File: config.mk
export PLATFORM = sky130hd
export DESIGN_NAME = ascon_round_counter_flat
export DESIGN_NICKNAME = d
export VERILOG_FILES = /design/src/rtl/ascon_round_counter_if.sv /design/src/rtl/ascon_round_counter.sv /design/src/flat_wrapper.sv
export SDC_FILE = /design/constraint.sdc
export NUM_CORES = 1
export LEC_CHECK = 0
export BUFFER_PORTS_ARGS = -buffer_cell sky130_fd_sc_hd__buf_2
export CAP_MARGIN = 20
export CORE_AREA = 2 2 39 41
export DETAILED_ROUTE_END_ITERATION = 12
export DIE_AREA = 0 0 41 43
export GPL_TIMING_DRIVEN = 0
export SLEW_MARGIN = 20
export SYNTH_ARGS = -nofsm -noshare
export SYNTH_HDL_FRONTEND = slang
export SYNTH_SLANG_ARGS = --single-unit
export TNS_END_PERCENT = 20
File: constraint.sdc
create_clock -name clock_i -period 3.59 [get_ports clock_i]
set_clock_uncertainty 0.15 [all_clocks]
set_input_delay 0.359 -clock clock_i [delete_from_list [all_inputs] [get_ports clock_i]]
set_output_delay 0.359 -clock clock_i [all_outputs]
set_load 0.005 [all_outputs]
File: src/rtl/ascon_round_counter_if.sv
// ----------------------------------------------------------------------------
// ascon_round_counter_if
// Control/status bundle of the ASCON round counter.
//   start_i  : load the start index selected by mode_i and enter RUN
//   mode_i   : 00 p_a, 01 p8, 10 p_b, 11 treated as p_a
//   en_i     : advance one round (RUN only)
//   abort_i  : synchronous clear to IDLE
//   cpt_o    : absolute round index
//   const_o  : ASCON round constant for cpt_o
//   busy_o   : high in RUN
//   last_o   : high on the final round
//   done_o   : one-cycle completion pulse
// The slave modport is the counter; the master modport is its controller.
// ----------------------------------------------------------------------------
interface ascon_round_counter_if #(
    parameter int unsigned CPT_W = 4
);
    logic             start_i;
    logic [1:0]       mode_i;
    logic             en_i;
    logic             abort_i;
    logic [CPT_W-1:0] cpt_o;
    logic [7:0]       const_o;
    logic             busy_o;
    logic             last_o;
    logic             done_o;

    modport slave (
        input  start_i,
        input  mode_i,
        input  en_i,
        input  abort_i,
        output cpt_o,
        output const_o,
        output busy_o,
        output last_o,
        output done_o
    );

    modport master (
        output start_i,
        output mode_i,
        output en_i,
        output abort_i,
        input  cpt_o,
        input  const_o,
        input  busy_o,
        input  last_o,
        input  done_o
    );
endinterface

File: src/rtl/ascon_round_counter.sv
// ----------------------------------------------------------------------------
// ascon_round_counter
// Round index sequencer for the ASCON permutations p_a, p8 and p_b. The index
// is absolute: every permutation ends on ROUNDS_MAX-1, shorter permutations
// simply start later, so the round constant is a pure function of the index.
// Ports:
//   clock_i  : clock, rising edge
//   resetb_i : asynchronous active-low reset
//   bus      : ascon_round_counter_if.slave (see interface for signal list)
// The interface instance must be built with the same CPT_W as this module.
// ----------------------------------------------------------------------------
module ascon_round_counter #(
    parameter int unsigned CPT_W      = 4,
    parameter int unsigned ROUNDS_MAX = 12,
    parameter int unsigned ROUNDS_B   = 6,
    parameter int unsigned ROUNDS_8   = 8
) (
    input  logic                   clock_i,
    input  logic                   resetb_i,
    ascon_round_counter_if.slave   bus
);

    localparam logic [CPT_W-1:0] START_PA = '0;
    localparam logic [CPT_W-1:0] START_P8 = CPT_W'(ROUNDS_MAX - ROUNDS_8);
    localparam logic [CPT_W-1:0] START_PB = CPT_W'(ROUNDS_MAX - ROUNDS_B);
    localparam logic [CPT_W-1:0] LAST_IDX = CPT_W'(ROUNDS_MAX - 1);

    typedef enum logic [1:0] {
        ST_IDLE = 2'd0,
        ST_RUN  = 2'd1,
        ST_DONE = 2'd2
    } state_t;

    state_t           r_state;
    state_t           w_state_nxt;
    logic [CPT_W-1:0] r_cpt;
    logic [CPT_W-1:0] w_cpt_nxt;
    logic [CPT_W-1:0] w_start_idx;
    logic [3:0]       w_idx4;

    // Start index per mode; the reserved encoding falls back to p_a.
    always_comb begin
        w_start_idx = START_PA;
        case (bus.mode_i)
            2'b01:   w_start_idx = START_P8;
            2'b10:   w_start_idx = START_PB;
            default: w_start_idx = START_PA;
        endcase
    end

    // State and index registers.
    always_ff @(posedge clock_i or negedge resetb_i) begin
        if (!resetb_i) begin
            r_state <= ST_IDLE;
            r_cpt   <= '0;
        end else begin
            r_state <= w_state_nxt;
            r_cpt   <= w_cpt_nxt;
        end
    end

    // Next state and next index; abort beats start beats en.
    always_comb begin
        w_state_nxt = r_state;
        w_cpt_nxt   = r_cpt;
        if (bus.abort_i) begin
            w_state_nxt = ST_IDLE;
            w_cpt_nxt   = '0;
        end else if (bus.start_i) begin
            // Also restarts an active run without a done pulse.
            w_state_nxt = ST_RUN;
            w_cpt_nxt   = w_start_idx;
        end else begin
            case (r_state)
                ST_IDLE: begin
                    w_state_nxt = ST_IDLE;
                end
                ST_RUN: begin
                    if (bus.en_i) begin
                        if (r_cpt == LAST_IDX) begin
                            // Final round consumed: park the index at 0.
                            w_state_nxt = ST_DONE;
                            w_cpt_nxt   = '0;
                        end else begin
                            w_cpt_nxt = r_cpt + CPT_W'(1);
                        end
                    end
                end
                ST_DONE: begin
                    w_state_nxt = ST_IDLE;
                end
                default: begin
                    w_state_nxt = ST_IDLE;
                    w_cpt_nxt   = '0;
                end
            endcase
        end
    end

    // Status outputs are decodes of registered state, so reset clears them at once.
    assign w_idx4      = 4'(r_cpt);
    assign bus.cpt_o   = r_cpt;
    assign bus.const_o = {4'hF - w_idx4, w_idx4};
    assign bus.busy_o  = (r_state == ST_RUN);
    assign bus.last_o  = (r_state == ST_RUN) && (r_cpt == LAST_IDX);
    assign bus.done_o  = (r_state == ST_DONE);

endmodule

File: src/flat_wrapper.sv
// flat-port wrapper written by rule: the top's interface ports become plain ports
module ascon_round_counter_flat 
#(
    parameter int unsigned CPT_W      = 4,
    parameter int unsigned ROUNDS_MAX = 12,
    parameter int unsigned ROUNDS_B   = 6,
    parameter int unsigned ROUNDS_8   = 8
)
  (clock_i, resetb_i, bus_start_i, bus_mode_i, bus_en_i, bus_abort_i, bus_cpt_o, bus_const_o, bus_busy_o, bus_last_o, bus_done_o);
  ascon_round_counter_if #(.CPT_W(CPT_W)) bus_i ();
  input  logic clock_i;
  input  logic resetb_i;
  input wire logic [$bits(bus_i.start_i)-1:0] bus_start_i;
  input wire logic [$bits(bus_i.mode_i)-1:0] bus_mode_i;
  input wire logic [$bits(bus_i.en_i)-1:0] bus_en_i;
  input wire logic [$bits(bus_i.abort_i)-1:0] bus_abort_i;
  output wire logic [$bits(bus_i.cpt_o)-1:0] bus_cpt_o;
  output wire logic [$bits(bus_i.const_o)-1:0] bus_const_o;
  output wire logic [$bits(bus_i.busy_o)-1:0] bus_busy_o;
  output wire logic [$bits(bus_i.last_o)-1:0] bus_last_o;
  output wire logic [$bits(bus_i.done_o)-1:0] bus_done_o;
  assign bus_i.start_i = bus_start_i;
  assign bus_i.mode_i = bus_mode_i;
  assign bus_i.en_i = bus_en_i;
  assign bus_i.abort_i = bus_abort_i;
  assign bus_cpt_o = bus_i.cpt_o;
  assign bus_const_o = bus_i.const_o;
  assign bus_busy_o = bus_i.busy_o;
  assign bus_last_o = bus_i.last_o;
  assign bus_done_o = bus_i.done_o;
  ascon_round_counter #(.CPT_W(CPT_W), .ROUNDS_MAX(ROUNDS_MAX), .ROUNDS_B(ROUNDS_B), .ROUNDS_8(ROUNDS_8)) u_core (.clock_i(clock_i), .resetb_i(resetb_i), .bus(bus_i));
endmodule
=== Yosys cells after proc, flatten, opt, wreduce, memory -nomap -nowiden ===
Cells that the tools add are included.

* Register bits after elaboration: 6
* Bits of input ports: 7
* Output and inout port bits: 15
* Word-level logic and storage cells: 28

* Add/sub/neg operators: 2
* Eq/ne operators: 8
* Mux-type cells: 11
* Reductions and logical operators: 5

{| class="wikitable"
|+ Operators by type and width
! kind !! number
|-
| 2-to-1 mux 4 bit || 4
|-
| 2-to-1 mux 2 bit || 5
|-
| case mux 4 bit (2 select lines) || 1
|-
| case mux 3 bit (2 select lines) || 1
|-
| adder 4 x 1 -> 4 bit (second input constant) || 1
|-
| == test 2 x 1 -> 1 bit (second input constant) || 2
|-
| == test 2 bit (second input constant) || 2
|-
| == test 4 bit (second input constant) || 1
|-
| inequality test 4 x 3 -> 1 bit (second input constant) || 1
|-
| inequality test 4 bit (second input constant) || 1
|-
| AND reduction 2 bit || 2
|-
| subtractor 4 bit (first input constant) || 1
|-
| inequality test 3 x 1 -> 1 bit (second input constant) || 1
|-
| zero test 2 bit || 1
|-
| OR reduction 2 bit || 1
|-
| logical AND 1 bit || 1
|}

=== Logic depth before layout (Yosys ltp) ===
Gate-level depths: netlist of the first run.

* Depth after elaboration: 6
* Mapped depth: 5
* Depth with buffers taken out: 5

=== Worst setup path after synthesis of the first run ===
No wires, ideal clock.

* Kind: register -> output
* Start: reg u_core.r_cpt[1], in the netlist u_core.bus.cpt_o[1]
* End: out bus_last_o
* Data arrival time: 0.934 ns
* Required time: 3.081 ns
* Slack: 2.147 ns
* Stages on the path, launching flop included: 4
* Path buffers: 0
* Cells stage by stage: dfrtp_1 -> ha_1 -> nand3b_1 -> nor3_1

* Cells in the longest elaborated chain, start to end: 2

{| class="wikitable"
|+ RTL lines
! element !! line !! source
|-
| from (decl) || ascon_round_counter.sv:36 || <nowiki>logic [CPT_W-1:0] r_cpt;</nowiki>
|-
| from (signal assigned) || ascon_round_counter.sv:58 || <nowiki>r_cpt <= w_cpt_nxt;</nowiki>
|-
| == test 4 bit || ascon_round_counter.sv:105 || <nowiki>assign bus.last_o = (r_state == ST_RUN) && (r_cpt == LAST_IDX);</nowiki>
|-
| logical AND 1 bit || ascon_round_counter.sv:105 ||
|-
| to (decl) || flat_wrapper.sv:20 || <nowiki>output wire logic [$bits(bus_i.last_o)-1:0] bus_last_o;</nowiki>
|}

No other way between the ends.

=== Worst setup path in the final report of the first run ===
Same ends and word-level chain as after synthesis.

==> impl_metrics.env, run 1 <==
export IMPL_p_leak_nw=0.311
export IMPL_synth_top_area_share_pct=34.8
export IMPL_fp_dieH_um=43
export IMPL_synth_seq_cells=6
export IMPL_rows=14
export IMPL_synthXorXnorAreaFrac_pct=0
export IMPL_first_global_vias=347
export IMPL_fmax_mhz=531
export IMPL_drc_errors=0
export IMPL_synth_warnings=0
export IMPL_numClockSinks=6
export IMPL_slew_headroom_pct=80.4
export IMPL_fin_ws_ns=1.71
export IMPL_cp_end_kind="output pin"
export IMPL_layout_commonest_cell="buf_2"
export IMPL_initial_core_util_pct=31.2
export IMPL_synthSimpleGateAreaFrac_pct=26.4
export IMPL_cts_setup_buffers=0
export IMPL_path_class="reg2out"
export IMPL_synthTopCellsByArea="dfrtp_1, buf_4, inv_1"
export IMPL_diodes=0
export IMPL_post_drt_via_cell_ratio=4.46
export IMPL_die_area_mm2=0.00176
export IMPL_finalCriticalPeriod_ns=1.88
export IMPL_htree_levels=1
export IMPL_drive_above_1_share_pct=41.9
export IMPL_grt_pass1_wl_mm=1.40
export IMPL_syn_num_nets=58
export IMPL_drt_wl_total_um=913
export IMPL_overflow=0
export IMPL_wl_per_cell_um=10.1
export IMPL_syn_avg_cell_area_um2=8.81
export IMPL_final_max_slew_viol_count=0
export IMPL_cp_slowest_cell="dfrtp_1"
export IMPL_dp_cells=86
export IMPL_cts_buffers=3
export IMPL_nets=85
export IMPL_rsz0062_at_grt="false"
export IMPL_layout_common_cells="buf_2, inv_1, dfrtp_1, nand2_1, buf_4"
export IMPL_muxShareOfSynthArea_pct=2.61
export IMPL_peakVddDrop_uv=125
export IMPL_io_buffer_count=21
export IMPL_hp_class="in2reg"
export IMPL_critical_path_max_stage_delay_ns=0.42
export IMPL_synth_compound_area_share_pct=16.5
export IMPL_cts_root_buf="clkbuf_4"
export IMPL_finalCritPeriodShare_pct=52.5
export IMPL_area_growth_pct=36.5
export IMPL_fillers=156
export IMPL_via_count=401
export IMPL_pre_cts_slack_ns=1.96
export IMPL_hold_viol_final=0
export IMPL_core_area_mm2=0.00138
export IMPL_yosysSeqAreaShare_pct=34.8
export IMPL_max_slew_worst_pin_slew_ns=0.293
export IMPL_cp_buffers_inverters=1
export IMPL_clkSlewWorstSetupHoldPaths_ns=0.04
export IMPL_synth_cell_area_um2=432
export IMPL_clock_path_buffers=2
export IMPL_insertion_delay_ns=0.23
export IMPL_synth_top_family_by_area="simple AND/OR/NAND/NOR gates"
export IMPL_path_cells="ha_1 > nand3b_1 > nor3_1 > buf_2"
export IMPL_path_delay_family="flip-flops"
export IMPL_gp_congestion=0.722
export IMPL_crit_required_ns=3.08
export IMPL_postRouteAntennaNets=0
export IMPL_setup_tns_ns=0
export IMPL_drt_initial_drc_count=0
export IMPL_cp_start_kind="register"
export IMPL_syn_inst=49
export IMPL_cts_tree="done"
export IMPL_ys_types=23
export IMPL_setup_viol=0
export IMPL_power_per_cell_area_mw_per_mm2=270
export IMPL_fp_dieW_um=41
export IMPL_io_pins=22
export IMPL_maxCapViolCount=0
export IMPL_antenna_found_initial=0
export IMPL_firstDrtPassIters=1
export IMPL_arrival_ns=1.37
export IMPL_path_max_fanout=7
export IMPL_synth_top_area_cell="dfrtp_1"
export IMPL_grt_use_total_pct=12.2
export IMPL_post_layout_nonfiller_instances=90
export IMPL_status="finished clean"
export IMPL_yosys_area_share_adder_pct=5.80
export IMPL_grt_max_degree=9
[state kept, by name, indices dropped and copies added (netlist names)]
signal,cells
u_core.bus.cpt_o,4
u_core.r_state,2
[area by class of cell]
class                      instances  area (um^2)  share of cell area [%]
multi-input combinational         31          221                    37.6
sequential                         6          150                    25.5
timing repair buffer              22          115                    19.5
buffer                             4         30.0                    5.10
inverter                           8         30.0                    5.10
clock buffer                       3         22.5                    3.82
tap                               16         20.0                    3.40
[layer usage]
| metal | wire [um] | share of wire, % | vias up | global-route usage, % |
|---|---|---|---|---|
| met5 | 0 | 0 | - | 0 |
| met4 | 0 | 0 | 0 | 10.0 |
| met1 | 432 | 47 | 171 | 16.0 |
| met3 | 67 | 7.3 | 0 | 1.57 |
| met2 | 414 | 45 | 14 | 16.9 |
| li1 | - | - | 216 | - |
[cells in the mapped netlist]
library cell / number
inv_1: 8
nor2_1: 3
nand4bb_1: 1
ha_1: 2
nor2b_1: 2
nand2_1: 4
nand3b_1: 1
o21ai_0: 2
and3b_1: 1
mux2_2: 1
dfrtp_1: 6
nand4_1: 1
a21boi_0: 1
o311ai_1: 1
o22ai_1: 1
nor4b_4: 1
or3_1: 1
o2111ai_1: 1
buf_4: 4
o211ai_1: 2
nor3_1: 1
a21oi_1: 3
nand2_2: 1
[through the flow]
stage                     hold WS [ns]  instance area [um^2]  total power [mW]  util, %
after floorplan                -0.0866                   432            0.0875        -
after global placement          0.0343                   557             0.102     40.2
after detailed placement        0.0342                   557             0.102     40.2
after CTS                        0.212                   589             0.164     42.6
after global routing             0.224                   589             0.171     42.6
final                            0.215                   589             0.159     42.6
[power breakdown]
| part | internal [mW] | total [mW] | switching (mW) | leakage [nW] |
|---|---|---|---|---|
| logic | 0.0145 | 0.0277 | 0.0132 | 0.216 |
| registers | 0.0703 | 0.0742 | 0.00381 | 0.0812 |
| clock network | 0.0375 | 0.0575 | 0.0200 | 0.0138 |
[timing repair]
item                                   CTS  global route
endpoints found under the hold margin    6             0
resized for setup                        0             0
hold buffers                             1             0
[cell families (layout without fill, tap and decap cells)]
kind of cell,after synthesis,count (layout)
AND/OR/NAND/NOR,17,17
multiplexers,1,1
adder cells (fa/ha/maj),2,2
buffers and inverters,12,37
AO/OA/AOI/OAI,11,11
flip-flops,6,6
[path summary, 6_finish.rpt]
path / depth (start not counted) / from / slack (ns) / end
max in group asynchronous: 2 / resetb_i / 2.83 / u_core.r_state[0]$_DFFE_PN0P_
worst max-delay path: 4 / u_core.bus.cpt_o[1]$_DFFE_PN0P_ / 1.71 / bus_last_o
min in group asynchronous: 2 / resetb_i / 0.32 / u_core.bus.cpt_o[3]$_DFFE_PN0P_
worst max register to register: 4 / u_core.bus.cpt_o[0]$_DFFE_PN0P_ / 2.15 / u_core.bus.cpt_o[1]$_DFFE_PN0P_
worst min-delay path: 2 / bus_abort_i / 0.22 / u_core.r_state[0]$_DFFE_PN0P_
worst min register to register: 1 / u_core.bus.cpt_o[1]$_DFFE_PN0P_ / 0.49 / u_core.bus.cpt_o[1]$_DFFE_PN0P_
No activity file was read; power rests on OpenSTA's default activity.
==> run 2: changes to the inputs <==
ABC_AREA = 1   (was unset)
clock period = 1.53 ns   (was 3.59 ns; I/O delays follow)
==> run 2 against run 1 <==
Register-to-register slack worse by 1.9 ns. Non-clock buffer count increased by 3. Cell count increased by 12%. Sequential power is 140% higher. Clock power grew to 2.6 times the previous value. Global-route usage grew 0.33 points. Largest cell class unchanged. Core utilization up 2.4 points. Sequential share of layout area is 1.3 points lower. Critical path depth is the same. Die area stayed put. Flip-flop and latch count stayed put.
==> impl_metrics.env, run 2 <==
export IMPL_status="finished clean"
export IMPL_cp_depth=4
export IMPL_postRouteAntennaNets=0
export IMPL_arrival_ns=1.15
export IMPL_hold_start="bus_en_i"
export IMPL_r2r_end="u_core.bus.cpt_o[2]$_DFFE_PN0P_"
export IMPL_initial_core_util_pct=31.6
export IMPL_synth_seq_cells=6
export IMPL_min_path_cells=3
export IMPL_io_pins=22
export IMPL_diodes=0
export IMPL_cp_end_kind="output pin"
export IMPL_crit_required_ns=1.23
export IMPL_area_growth_pct=42.4
export IMPL_wl_per_cell_um=9.63
export IMPL_power_per_cell_area_mw_per_mm2=691
export IMPL_rsz0062_at_grt="false"
export IMPL_p_leak_nw=0.348
export IMPL_worst_r2r_setup_slack_ns=0.25
export IMPL_overflow=0
export IMPL_synth_warnings=0
export IMPL_final_max_slew_viol_count=0
export IMPL_fmax_mhz=689
export IMPL_yosysSeqAreaShare_pct=34.4
export IMPL_synthTopCellsByArea="dfrtp_1, inv_1, nand2_1"
export IMPL_first_global_vias=368
export IMPL_worstRegToRegCells=6
export IMPL_post_drt_via_cell_ratio=4.34
export IMPL_cp_buffers_inverters=1
export IMPL_hold_viol_final=0
export IMPL_syn_num_nets=66
export IMPL_finalCriticalPeriod_ns=1.45
export IMPL_grt_max_degree=7
export IMPL_numClockSinks=6
export IMPL_async_reset_ff_share_pct=100
export IMPL_via_count=438
export IMPL_path_class="reg2out"
export IMPL_finalCritPeriodShare_pct=94.9
export IMPL_nets=96
export IMPL_insertion_delay_ns=0.24
export IMPL_drt_wl_total_um=973
export IMPL_synth_ff_type="dfrtp_1"
export IMPL_grt_use_total_pct=12.5
export IMPL_gp_congestion=0.743
export IMPL_setup_viol=0
export IMPL_synth_cell_area_um2=437
export IMPL_layout_commonest_cell="buf_2"
export IMPL_fp_dieW_um=41
export IMPL_crit_path_start="u_core.bus.cpt_o[0]$_DFFE_PN0P_"
export IMPL_ys_types=19
export IMPL_fp_dieH_um=43
export IMPL_setup_tns_ns=0
export IMPL_r2r_start="u_core.bus.cpt_o[0]$_DFFE_PN0P_"
export IMPL_synth_top_area_share_pct=34.4
export IMPL_hp_class="in2reg"
export IMPL_largest_reg_flops=4
export IMPL_path_max_fanout=3
export IMPL_syn_inst=57
export IMPL_synth_top_area_cell="dfrtp_1"
export IMPL_peakVddDrop_uv=321
export IMPL_rows=14
export IMPL_clock_path_buffers=2
export IMPL_synth_commonest_cells="inv_1, nand2_1, nor2_1"
export IMPL_max_slew_worst_pin_slew_ns=0.224
export IMPL_path_delay_family="flip-flops"
export IMPL_cts_tree="done"
export IMPL_drc_errors=0
export IMPL_cts_root_buf="clkbuf_4"
export IMPL_grt_pass1_wl_mm=1.47
export IMPL_hold_ws_ns=0.0170
export IMPL_antenna_found_initial=0
export IMPL_min_to="u_core.r_state[1]$_DFFE_PN0P_"
export IMPL_path_cells="ha_2 > nand3_2 > nor2_1 > buf_2"
export IMPL_dp_final_hpwl_um=765
export IMPL_maxCapViolCount=0
export IMPL_io_buffer_count=21
export IMPL_syn_avg_cell_area_um2=7.66
export IMPL_slew_headroom_pct=84.9
export IMPL_cp_start_kind="register"
export IMPL_drt_initial_drc_count=9
export IMPL_cp_slowest_cell="dfrtp_1"
export IMPL_critical_path_max_stage_delay_ns=0.37
export IMPL_die_area_mm2=0.00176
export IMPL_clkSlewWorstSetupHoldPaths_ns=0.05
export IMPL_cts_buffers=3
export IMPL_firstDrtPassIters=4
export IMPL_drive_above_1_share_pct=47.1
export IMPL_core_area_mm2=0.00138
export IMPL_htree_levels=1
export IMPL_layout_common_cells="buf_2, inv_1, nand2_1, nor2_1"
export IMPL_synth_edff_count=0
[run 2: cell types whose count changed after synthesis, moves of 3 or more]
| cell | change |
|---|---|
| nand3_2 | +3 |
| nor2_1 | +5 |
| nand3_1 | +4 |
| nand2_1 | +5 |
| a21oi_1 | -3 |
[run 2: logic make-up (layout without fill, tap and decap cells)]
logic type | Yosys count | count (layout) | share of synthesized area (%)
adder cells (fa/ha/maj) | 2 | 2 | 5.73
AO/OA/AOI/OAI | 3 | 3 | 4.87
buffers and inverters | 15 | 43 | 16.3
AND/OR/NAND/NOR | 29 | 29 | 34.7
XOR/XNOR | 2 | 2 | 4.01
flip-flops | 6 | 6 | 34.4
[run 2: cell type report]
type | count | area [um^2]
fill | 150 | 762
multi-input combinational | 36 | 218
sequential | 6 | 150
timing repair buffer | 25 | 140
inverter | 11 | 41.3
buffer | 4 | 30.0
clock buffer | 3 | 22.5
tap | 16 | 20.0
[run 2: worst register-to-register path, delay by kind of cell (launching register included)]
kind	cells	cell delay, ns
and+or+nand+nor	5	0.46
adders and majority gates	1	0.21
DFF	1	0.39
[run 2: where the power goes]
group          total [mW]  internal (mW)  switching, mW
Sequential          0.177          0.168        0.00915
Combinational       0.104         0.0509         0.0526
Clock               0.149         0.0890         0.0603
Total               0.429          0.307          0.122
[run 2: timing repair]
item,CTS,global route
endpoints found under the setup margin,1,0
hold endpoints to repair,7,0
resized for setup,1,0
hold buffers,2,0
setup buffers,2,0
[run 2: how the worst max path moves through the flow]
stage | to | slack [ns]
floorplan | u_core.bus.cpt_o[2]$_DFFE_PN0P_ | 0.27
global placement | u_core.bus.cpt_o[2]$_DFFE_PN0P_ | 0.19
detailed placement | u_core.bus.cpt_o[2]$_DFFE_PN0P_ | 0.16
CTS | bus_last_o | 0.06
global route | bus_last_o | 0.01
finish | bus_last_o | 0.08
[run 2: layer usage]
metal,track usage (%),vias to the layer above,wire [um]
met5,0,-,0
met4,8.00,0,5
met3,3.14,2,60
li1,-,231,-
met2,18.1,16,443
met1,15.7,189,463
[run 2: per-stage QoR]
stage | instances | worst slack, ns | util [%] | power, mW | instance area [um^2]
final | 101 | 0.0787 | 44.9 | 0.429 | 622
after global routing | 101 | 0.0102 | 44.9 | 0.455 | 622
after CTS | 101 | 0.0607 | 44.9 | 0.438 | 622
after detailed placement | 94 | 0.155 | 40.6 | 0.276 | 562
after global placement | 94 | 0.190 | 40.6 | 0.274 | 562
after floorplan | 57 | 0.273 | - | 0.235 | 437
==> run 3: changes to the inputs <==
BUFFER_PORTS_ARGS = unset   (was -buffer_cell sky130_fd_sc_hd__buf_2)
DONT_BUFFER_PORTS = 1   (was unset)
==> run 3 against run 2 <==
Non-clock buffer count decreased by 21. Global-route usage increased by 0.063 points. Setup slack improved by 0.025 ns. Cell area decreased by 16%. Highest routed layer unchanged.
==> impl_metrics.env, run 3 (synthesized netlist as in run 2, its figures left out) <==
export IMPL_initial_core_util_pct=31.6
export IMPL_path_max_fanout=6
export IMPL_nets=75
export IMPL_r2r_start="u_core.bus.cpt_o[0]$_DFFE_PN0P_"
export IMPL_io_pins=22
export IMPL_numClockSinks=6
export IMPL_overflow=0
export IMPL_slew_headroom_pct=80.3
export IMPL_regArea_um2=153
export IMPL_layout_common_cells="inv_1, nand2_1, nor2_1"
export IMPL_largest_reg_flops=4
export IMPL_die_area_mm2=0.00176
export IMPL_drive_above_1_share_pct=28.1
export IMPL_clkSlewWorstSetupHoldPaths_ns=0.05
export IMPL_grt_use_total_pct=12.6
export IMPL_power_per_cell_area_mw_per_mm2=764
export IMPL_setup_tns_ns=0
export IMPL_cp_start_kind="register"
export IMPL_dp_final_hpwl_um=717
export IMPL_path_class="reg2out"
export IMPL_diodes=0
export IMPL_finalCriticalPeriod_ns=1.43
export IMPL_cts_setup_buffers=0
export IMPL_r2r_end="u_core.bus.cpt_o[2]$_DFFE_PN0P_"
export IMPL_drt_initial_drc_count=5
export IMPL_firstDrtPassIters=4
export IMPL_gp_congestion=0.741
export IMPL_fmax_mhz=701
export IMPL_fp_dieH_um=43
export IMPL_worstRegToRegCells=6
export IMPL_hp_class="in2reg"
export IMPL_min_path_cells=4
export IMPL_via_count=368
export IMPL_worst_r2r_setup_slack_ns=0.16
export IMPL_peakVddDrop_uv=332
export IMPL_postRouteAntennaNets=0
export IMPL_final_max_slew_viol_count=0
export IMPL_grt_max_degree=7
export IMPL_drc_errors=0
export IMPL_post_layout_nonfiller_instances=80
export IMPL_p_leak_nw=0.254
export IMPL_post_drt_via_cell_ratio=4.60
export IMPL_cts_tree="done"
export IMPL_hold_viol_final=0
export IMPL_crit_required_ns=1.23
export IMPL_insertion_delay_ns=0.24
export IMPL_grt_pass1_wl_mm=1.40
export IMPL_clock_path_buffers=2
export IMPL_hold_start="bus_start_i"
export IMPL_multi_input_area_um2=215
export IMPL_cts_buffers=3
export IMPL_min_to="u_core.bus.cpt_o[1]$_DFFE_PN0P_"
export IMPL_wl_per_cell_um=10.9
export IMPL_area_growth_pct=19.5
export IMPL_antenna_found_initial=0
export IMPL_max_slew_worst_pin_slew_ns=0.295
export IMPL_fp_dieW_um=41
export IMPL_arrival_ns=1.12
export IMPL_first_global_vias=328
export IMPL_setup_viol=0
export IMPL_cp_end_kind="output pin"
export IMPL_htree_levels=1
export IMPL_finalCritPeriodShare_pct=93.2
export IMPL_power_mw=0.399
export IMPL_maxCapViolCount=0
export IMPL_status="finished clean"
export IMPL_cts_root_buf="clkbuf_4"
export IMPL_rows=14
export IMPL_crit_path_start="u_core.bus.cpt_o[0]$_DFFE_PN0P_"
export IMPL_rsz0062_at_grt="false"
export IMPL_io_buffer_count=0
export IMPL_dp_cells=73
export IMPL_drt_wl_total_um=870
export IMPL_core_area_mm2=0.00138
export IMPL_fillers=157
[run 3: cell count changes in the layout (fill, tap and decap cells not counted), sizes merged]
cell and delta:
dlygate4sd3 +2, buf -23
[run 3: per-layer routing]
layer / track usage, % / share of wire [%]
met3: 8.38 / 9.8
met1: 14.6 / 44
met4: 8.00 / 1.6
met2: 16.3 / 45
met5: 0 / 0
[run 3: worst max path at each step]
stage,to,slack [ns],cells past startpoint
after floorplan,u_core.bus.cpt_o[2]$_DFFE_PN0P_,0.27,6
after global placement,u_core.bus.cpt_o[2]$_DFFE_PN0P_,0.16,6
final,bus_last_o,0.10,3
after detailed placement,u_core.bus.cpt_o[2]$_DFFE_PN0P_,0.13,6
after CTS,bus_last_o,0.02,3
after global routing,bus_last_o,0.04,3
[run 3: critical path: stages, from the launching register on]
cell,delay [ns]
dfrtp_2,0.41
ha_1,0.21
nand3_2,0.12
nor2_1,0.14
[run 3: through the flow]
step | area [um^2] | hold WS, ns | setup slack, ns | util [%]
after CTS | 519 | 0.0383 | 0.0247 | 37.5
final | 522 | 0.0351 | 0.103 | 37.7
after detailed placement | 457 | -0.292 | 0.134 | 33.0
after global placement | 457 | -0.292 | 0.163 | 33.0
after global routing | 522 | 0.0545 | 0.0407 | 37.7
after floorplan | 437 | -0.293 | 0.273 | -
[run 3: power by group]
group	switching (mW)	total, mW	leakage (nW)	internal (mW)
clock network	0.0544	0.143	0.0138	0.0885
registers	0.0134	0.182	0.0774	0.168
logic	0.0414	0.0742	0.163	0.0328
[run 3: cell type report]
class / instances / share of cell area, %
buffer: 4 / 5.76
clock buffer: 3 / 4.32
inverter: 11 / 7.91
multi-input combinational: 36 / 41.2
sequential: 6 / 29.3
tap: 16 / 3.84
timing repair buffer: 4 / 7.67
[run 3: repair_timing]
action                                  CTS  global route
hold buffers                              4             0
hold endpoints to repair                  8             0
endpoints found under the setup margin    0             1
gates resized for setup                   0             2
